==> config.mk <==
export PLATFORM = sky130hd
export DESIGN_NAME = if_mem_fetch
export DESIGN_NICKNAME = d
export VERILOG_FILES = /design/src/rtl/if_mem_fetch.sv
export SDC_FILE = /design/constraint.sdc
export NUM_CORES = 1
export LEC_CHECK = 0
export CELL_PAD_IN_SITES_DETAIL_PLACEMENT = 1
export CELL_PAD_IN_SITES_GLOBAL_PLACEMENT = 1
export CORE_MARGIN = 8
export CORE_UTILIZATION = 40
export CTS_CLUSTER_SIZE = 40
export DETAILED_ROUTE_END_ITERATION = 12
export PLACE_DENSITY = 0.75
export SLEW_MARGIN = 10
export SYNTH_ARGS = -nofsm -noshare
export SYNTH_HDL_FRONTEND = slang
export SYNTH_SLANG_ARGS = --single-unit
==> constraint.sdc <==
create_clock -name clk -period 4.3 [get_ports clk]
set_input_delay 0.86 -clock clk [delete_from_list [all_inputs] [get_ports clk]]
set_output_delay 0.86 -clock clk [all_outputs]
set_load 0.005 [all_outputs]
==> src/rtl/if_mem_fetch.sv <==
// if_mem_fetch: byte-serial instruction fetch front end with a one-word tagged buffer.
// Defining IF_ICACHE_EN adds a direct-mapped, one-word-per-line instruction cache.
module if_mem_fetch #(
   parameter int ICACHE_LINES = 64
) (
   input  logic        clk,
   input  logic        rst_n,
   input  logic        rdy,
   input  logic        flush,
   input  logic        ram_request,
   input  logic [31:0] pc_i,
   output logic        ram_done,
   output logic [31:0] inst_o,
   output logic        mem_req,
   input  logic        mem_gnt,
   output logic [31:0] mem_a,
   input  logic [7:0]  mem_din
);
   typedef enum logic [2:0] {IDLE, A1, A2, A3, LAST} state_t;

   state_t      state_q, state_d;
   logic        buf_valid_q, buf_valid_d;
   logic [29:0] buf_tag_q, buf_tag_d;
   logic [31:0] buf_inst_q, buf_inst_d;
   logic [29:0] fpc_q, fpc_d;
   logic [7:0]  b0_q, b0_d, b1_q, b1_d, b2_q, b2_d;
   logic        mem_req_q;
   logic [31:0] mem_a_q;
   logic        hit, miss, abort, cache_hit, cache_we;
   logic [31:0] cache_word, fill_word;
   logic        unused_pc;

   generate
      if ((ICACHE_LINES < 2) || ((ICACHE_LINES & (ICACHE_LINES - 1)) != 0)) begin : g_bad_lines
         $error("ICACHE_LINES must be a power of two, at least 2");
      end
   endgenerate

   assign unused_pc = ^pc_i[1:0];
   assign hit       = ram_request && buf_valid_q && (buf_tag_q == pc_i[31:2]);
   assign miss      = ram_request && !hit && !flush;
   assign abort     = (state_q != IDLE) && (pc_i[31:2] != fpc_q);
   assign ram_done  = hit;
   assign inst_o    = hit ? buf_inst_q : 32'h0;
   assign fill_word = {mem_din, b2_q, b1_q, b0_q};

`ifdef IF_ICACHE_EN
   localparam int IDX_W = $clog2(ICACHE_LINES);
   localparam int TAG_W = 30 - IDX_W;

   logic [ICACHE_LINES-1:0] cvalid_q;
   logic [TAG_W-1:0]        ctag_q  [ICACHE_LINES];
   logic [31:0]             cdata_q [ICACHE_LINES];
   logic [IDX_W-1:0]        rd_idx, wr_idx;

   assign rd_idx     = pc_i[IDX_W+1:2];
   assign wr_idx     = fpc_q[IDX_W-1:0];
   assign cache_hit  = cvalid_q[rd_idx] && (ctag_q[rd_idx] == pc_i[31:IDX_W+2]);
   assign cache_word = cdata_q[rd_idx];

   always_ff @(posedge clk or negedge rst_n) begin
      if (!rst_n)               cvalid_q         <= '0;
      else if (rdy && cache_we) cvalid_q[wr_idx] <= 1'b1;
   end

   always_ff @(posedge clk) begin
      if (rdy && cache_we) begin
         ctag_q[wr_idx]  <= fpc_q[29:IDX_W];
         cdata_q[wr_idx] <= fill_word;
      end
   end
`else
   logic unused_cache;
   assign cache_hit    = 1'b0;
   assign cache_word   = 32'h0;
   assign unused_cache = cache_we;
`endif

   always_comb begin
      state_d     = state_q;
      buf_valid_d = buf_valid_q;
      buf_tag_d   = buf_tag_q;
      buf_inst_d  = buf_inst_q;
      fpc_d       = fpc_q;
      b0_d        = b0_q;
      b1_d        = b1_q;
      b2_d        = b2_q;
      cache_we    = 1'b0;
      mem_req     = 1'b0;
      mem_a       = mem_a_q;
      case (state_q)
         IDLE: begin
            if (!rdy) begin
               mem_req = mem_req_q;
            end else if (miss && cache_hit) begin
               buf_valid_d = 1'b1;
               buf_tag_d   = pc_i[31:2];
               buf_inst_d  = cache_word;
            end else if (miss) begin
               mem_req = 1'b1;
               if (mem_gnt) begin
                  mem_a   = {pc_i[31:2], 2'b00};
                  fpc_d   = pc_i[31:2];
                  state_d = A1;
               end
            end
         end
         A1: begin
            mem_req = 1'b1;
            mem_a   = {fpc_q, 2'd1};
            b0_d    = mem_din;
            state_d = A2;
         end
         A2: begin
            mem_req = 1'b1;
            mem_a   = {fpc_q, 2'd2};
            b1_d    = mem_din;
            state_d = A3;
         end
         A3: begin
            mem_req = 1'b1;
            mem_a   = {fpc_q, 2'd3};
            b2_d    = mem_din;
            state_d = LAST;
         end
         LAST: begin
            state_d = IDLE;
            if (!abort && !flush) begin
               buf_valid_d = 1'b1;
               buf_tag_d   = fpc_q;
               buf_inst_d  = fill_word;
               cache_we    = 1'b1;
            end
         end
         default: state_d = IDLE;
      endcase
      // A moved PC abandons the fetch; a redirect also drops the buffered word
      if (abort) state_d = IDLE;
      if (flush) begin
         state_d     = IDLE;
         buf_valid_d = 1'b0;
      end
      if (!rst_n) begin
         mem_req = 1'b0;
         mem_a   = 32'h0;
      end
   end

   always_ff @(posedge clk or negedge rst_n) begin
      if (!rst_n) begin
         state_q     <= IDLE;
         buf_valid_q <= 1'b0;
         mem_req_q   <= 1'b0;
         mem_a_q     <= 32'h0;
      end else if (rdy) begin
         state_q     <= state_d;
         buf_valid_q <= buf_valid_d;
         mem_req_q   <= mem_req;
         mem_a_q     <= mem_a;
      end
   end

   always_ff @(posedge clk) begin
      if (rdy) begin
         buf_tag_q  <= buf_tag_d;
         buf_inst_q <= buf_inst_d;
         fpc_q      <= fpc_d;
         b0_q       <= b0_d;
         b1_q       <= b1_d;
         b2_q       <= b2_d;
      end
   end
endmodule
==> impl_metrics.env, run 1 <==
export IMPL_syn2layout_area_growth_pct=33.5
export IMPL_clockRootBuffer="clkbuf_16"
export IMPL_cp_data_required_time_ps=3440
export IMPL_drv_cap=0
export IMPL_ys_types=39
export IMPL_antenna_found_initial=0
export IMPL_grt_overflow=0
export IMPL_design_core_area_mm2=0.0177
export IMPL_r2r_end="buf_tag_q[6]"
export IMPL_rows=49
export IMPL_grt_usage=0.199
export IMPL_clk_pin_slew_ps=60
export IMPL_crit_type="in -> out"
export IMPL_antennaDiodeCount=0
export IMPL_place_congestion=0.816
export IMPL_vias=5172
export IMPL_ys_warnings_count=0
export IMPL_start_util=0.403
export IMPL_drc_errors=0
export IMPL_avgRoutedWirePerCell_um=22.9
export IMPL_grt_pass1_wl_um=33600
export IMPL_nNetsFinal=739
export IMPL_drv_slew=0
export IMPL_h_tree_depth=4
export IMPL_yosys_area_top_type="edfxtp_1"
export IMPL_synth_seq_area_share=0.617
export IMPL_portBuffers=109
export IMPL_antenna_left=0
export IMPL_finalCritPeriodShare=0.999
export IMPL_start_kind="input port"
export IMPL_ys_ff_latch=153
export IMPL_fin_ws_ps=5.32
export IMPL_end_kind="primary output"
export IMPL_fmax_mhz=233
export IMPL_postCtsHoldBufs=0
export IMPL_vdd_drop_max_v=0.000312
export IMPL_worst_pin_slew_ps=777
export IMPL_dpl_worst_slack_ps=-123
export IMPL_critPathArrivalTime_ps=3430
export IMPL_clk_latency_ps=430
export IMPL_synth_cell_area_mm2=0.00715
export IMPL_final_area_mm2=0.00954
export IMPL_rsz0062_at_grt="true"
export IMPL_synth_area_leaders="edfxtp_1 49%, dfrtp_1 13%, o221a_1 4.7%"
export IMPL_path_max_fanout=8
export IMPL_die_x_um=150
export IMPL_drive_gt1_frac=0.153
export IMPL_syn_nets=588
export IMPL_relSlewSlack=0.480
export IMPL_worst_path_max_delay_cell="clkdlybuf4s50_1"
export IMPL_die_h_um=150
export IMPL_critPathLaunch="pc_i[28]"
export IMPL_clock_sinks=153
export IMPL_crit_chain="clkdlybuf4s50_1 > xor2_1 > nor4_1 > buf_4 > nand4_1 > buf_4 > o21bai_4 > buf_6 > mux2i_1 > a21oi_1 > clkdlybuf4s50_1"
export IMPL_routed_via_density=5.53
export IMPL_hold_path_class="in -> async"
export IMPL_die_area_mm2=0.0224
export IMPL_outcome="complete, no violations"
export IMPL_grt_max_degree=48
export IMPL_routed_wl_um=21500
export IMPL_firstDrtPassIters=4
export IMPL_hold_viol_final=0
export IMPL_post_dp_cell_area_mm2=0.00878
export IMPL_netlist_area_leader_share=0.487
export IMPL_grt_pass1_vias=5745
export IMPL_synth_cells=542
export IMPL_fin_worst_skew_ps=8.30
export IMPL_hpwl_um=14300
export IMPL_cts_path_max_buffers=2
export IMPL_p_per_area_mw_per_mm2=522
export IMPL_cts_tree="yes"
export IMPL_critPathMaxStageDelay_ps=540
export IMPL_fin_crit_ps=4290
export IMPL_leakage_nw=3.74
export IMPL_cts_made_buffers=17
export IMPL_drt_iter0_drc=386
export IMPL_rr_startpoint="fpc_q[0]"
export IMPL_synth_avg_cell_area_um2=13.2
export IMPL_setup_viol=0
export IMPL_power_mw=4.97
export IMPL_rr_worst_depth=7
export IMPL_design_portCount=112
export IMPL_rrSetupSlack_ps=1510
export IMPL_hold_ws_ps=417
-- repair_timing --
action                     4_1_cts  5_1_grt
setup buffers                    2        6
setup endpoints to repair       58       53
gates cloned                     0        0
gates resized for setup         20       28
pin swaps                        2        2
-- cell usage after synthesis --
cell type / count
o221a_1: 30
a311oi_1: 1
nor4_1: 9
clkinv_1: 1
clkbuf_1: 24
xor2_1: 30
buf_6: 6
buf_2: 1
nor2_2: 1
nand2_1: 42
edfxtp_1: 116
nor3b_1: 1
o21bai_1: 1
or3_1: 31
a21oi_1: 35
xnor2_1: 30
buf_12: 3
o2bb2ai_1: 1
a41o_1: 1
inv_1: 3
mux2i_1: 31
nand2b_1: 1
nand3_1: 1
or2_2: 2
dfrtp_1: 37
a22oi_1: 1
nor3_1: 5
o21ai_0: 6
o32ai_1: 1
nand4_1: 10
buf_4: 2
and2_1: 33
nor2_1: 6
o211a_1: 1
buf_1: 1
nand2_4: 1
o2111a_1: 1
o211ai_1: 30
nor2b_1: 5
-- logic make-up (layout without fill, tap and decap cells) --
logic type | Yosys count | after routing | synth area share
flops | 153 | 153 | 0.617
xor+xnor | 60 | 60 | 0.0735
simple gates | 148 | 148 | 0.113
mux | 31 | 31 | 0.0434
compound gates | 109 | 109 | 0.118
buf+inv | 41 | 205 | 0.0359
-- flip-flops by register name, summed over array words and instances (netlist names) --
register	cells
mem_a_q	32
buf_valid_q	1
state_q	3
b1_q	8
buf_tag_q	30
buf_inst_q	32
b0_q	8
b2_q	8
mem_req_q	1
fpc_q	30
-- placed cells by master, fill, tap and decap left out, types with 2 or more instances in the layout --
cell,count
clkdlybuf4s50_1,83
mux2i_2,2
o211ai_1,30
dfrtp_1,37
edfxtp_1,116
a21oi_2,5
clkdlybuf4s15_1,6
buf_12,9
dlygate4sd2_1,6
o221a_1,30
and2_1,33
nor2_1,5
nor4_1,8
a21oi_1,30
nand4_1,10
xor2_1,30
or3_1,31
clkinv_1,2
o21ai_0,5
or2_2,2
nand2_1,42
nor3_1,4
bufinv_16,4
buf_4,50
inv_1,3
xnor2_1,30
mux2i_1,28
clkbuf_16,17
nor2b_1,5
dlymetal6s2s_1,12
clkinv_2,6
-- worst max-delay path: cells and delay by family --
kind / cells / cell delay (ps)
buffers and inverters: 5 / 1520
AOI/OAI and AO/OA: 2 / 410
and+or+nand+nor: 2 / 370
xor gates and xnor gates: 1 / 170
muxes: 1 / 100
-- through the flow --
stage / utilization / TNS (ps) / cells
6_report: 0.538 / 0 / 935
5_1_grt: 0.538 / -1920 / 935
4_1_cts: 0.532 / -239 / 929
3_5_place_dp: 0.496 / -3140 / 895
3_3_place_gp: 0.496 / -1530 / 895
2_1_floorplan: - / 0 / 542
-- routing by layer --
metal  GRT usage  share of wire  up-vias
met1       0.238           0.42     2654
met3      0.0538          0.056       34
met5           0              0        -
met2       0.333           0.50      143
met4      0.0840          0.026        0
li1            -              -     2341
-- area by class of cell --
class	count	area (um2)
fill	1751	8180
sequential	153	4410
multi-input combinational	348	2550
timing repair buffer	169	1670
clock buffer	18	429
tap	229	287
clock inverter	14	179
inverter	4	15.0
-- worst max path at each step --
stage                     slack (ps)       endpoint  cells after the start
after CTS                        -70       mem_a[4]                     11
after detailed placement        -120       mem_a[4]                      9
final                              5       mem_a[4]                     11
after global routing             -90       mem_a[7]                     11
after floorplan                  400  buf_inst_q[0]                      6
after global placement          -110       mem_a[8]                      9
-- power breakdown --
part	switching, mW	internal (mW)	total, mW	leakage, nW
logic	0.755	0.671	1.43	1.92
clock network	0.612	0.965	1.58	0.301
registers	0.173	1.80	1.97	1.52
total	1.54	3.44	4.97	3.74
Power figures use the tool's default switching activity.
==> run 2, diff against run 1 <==
--- a/config.mk
+++ b/config.mk
@@ -5,6 +5,7 @@
 export SDC_FILE = /design/constraint.sdc
 export NUM_CORES = 1
 export LEC_CHECK = 0
+export CAP_MARGIN = 15
 export CELL_PAD_IN_SITES_DETAIL_PLACEMENT = 1
 export CELL_PAD_IN_SITES_GLOBAL_PLACEMENT = 1
 export CORE_MARGIN = 8
==> results of run 2 <==
Same layout as run 1: the final DEF is identical, and so are final timing and power.
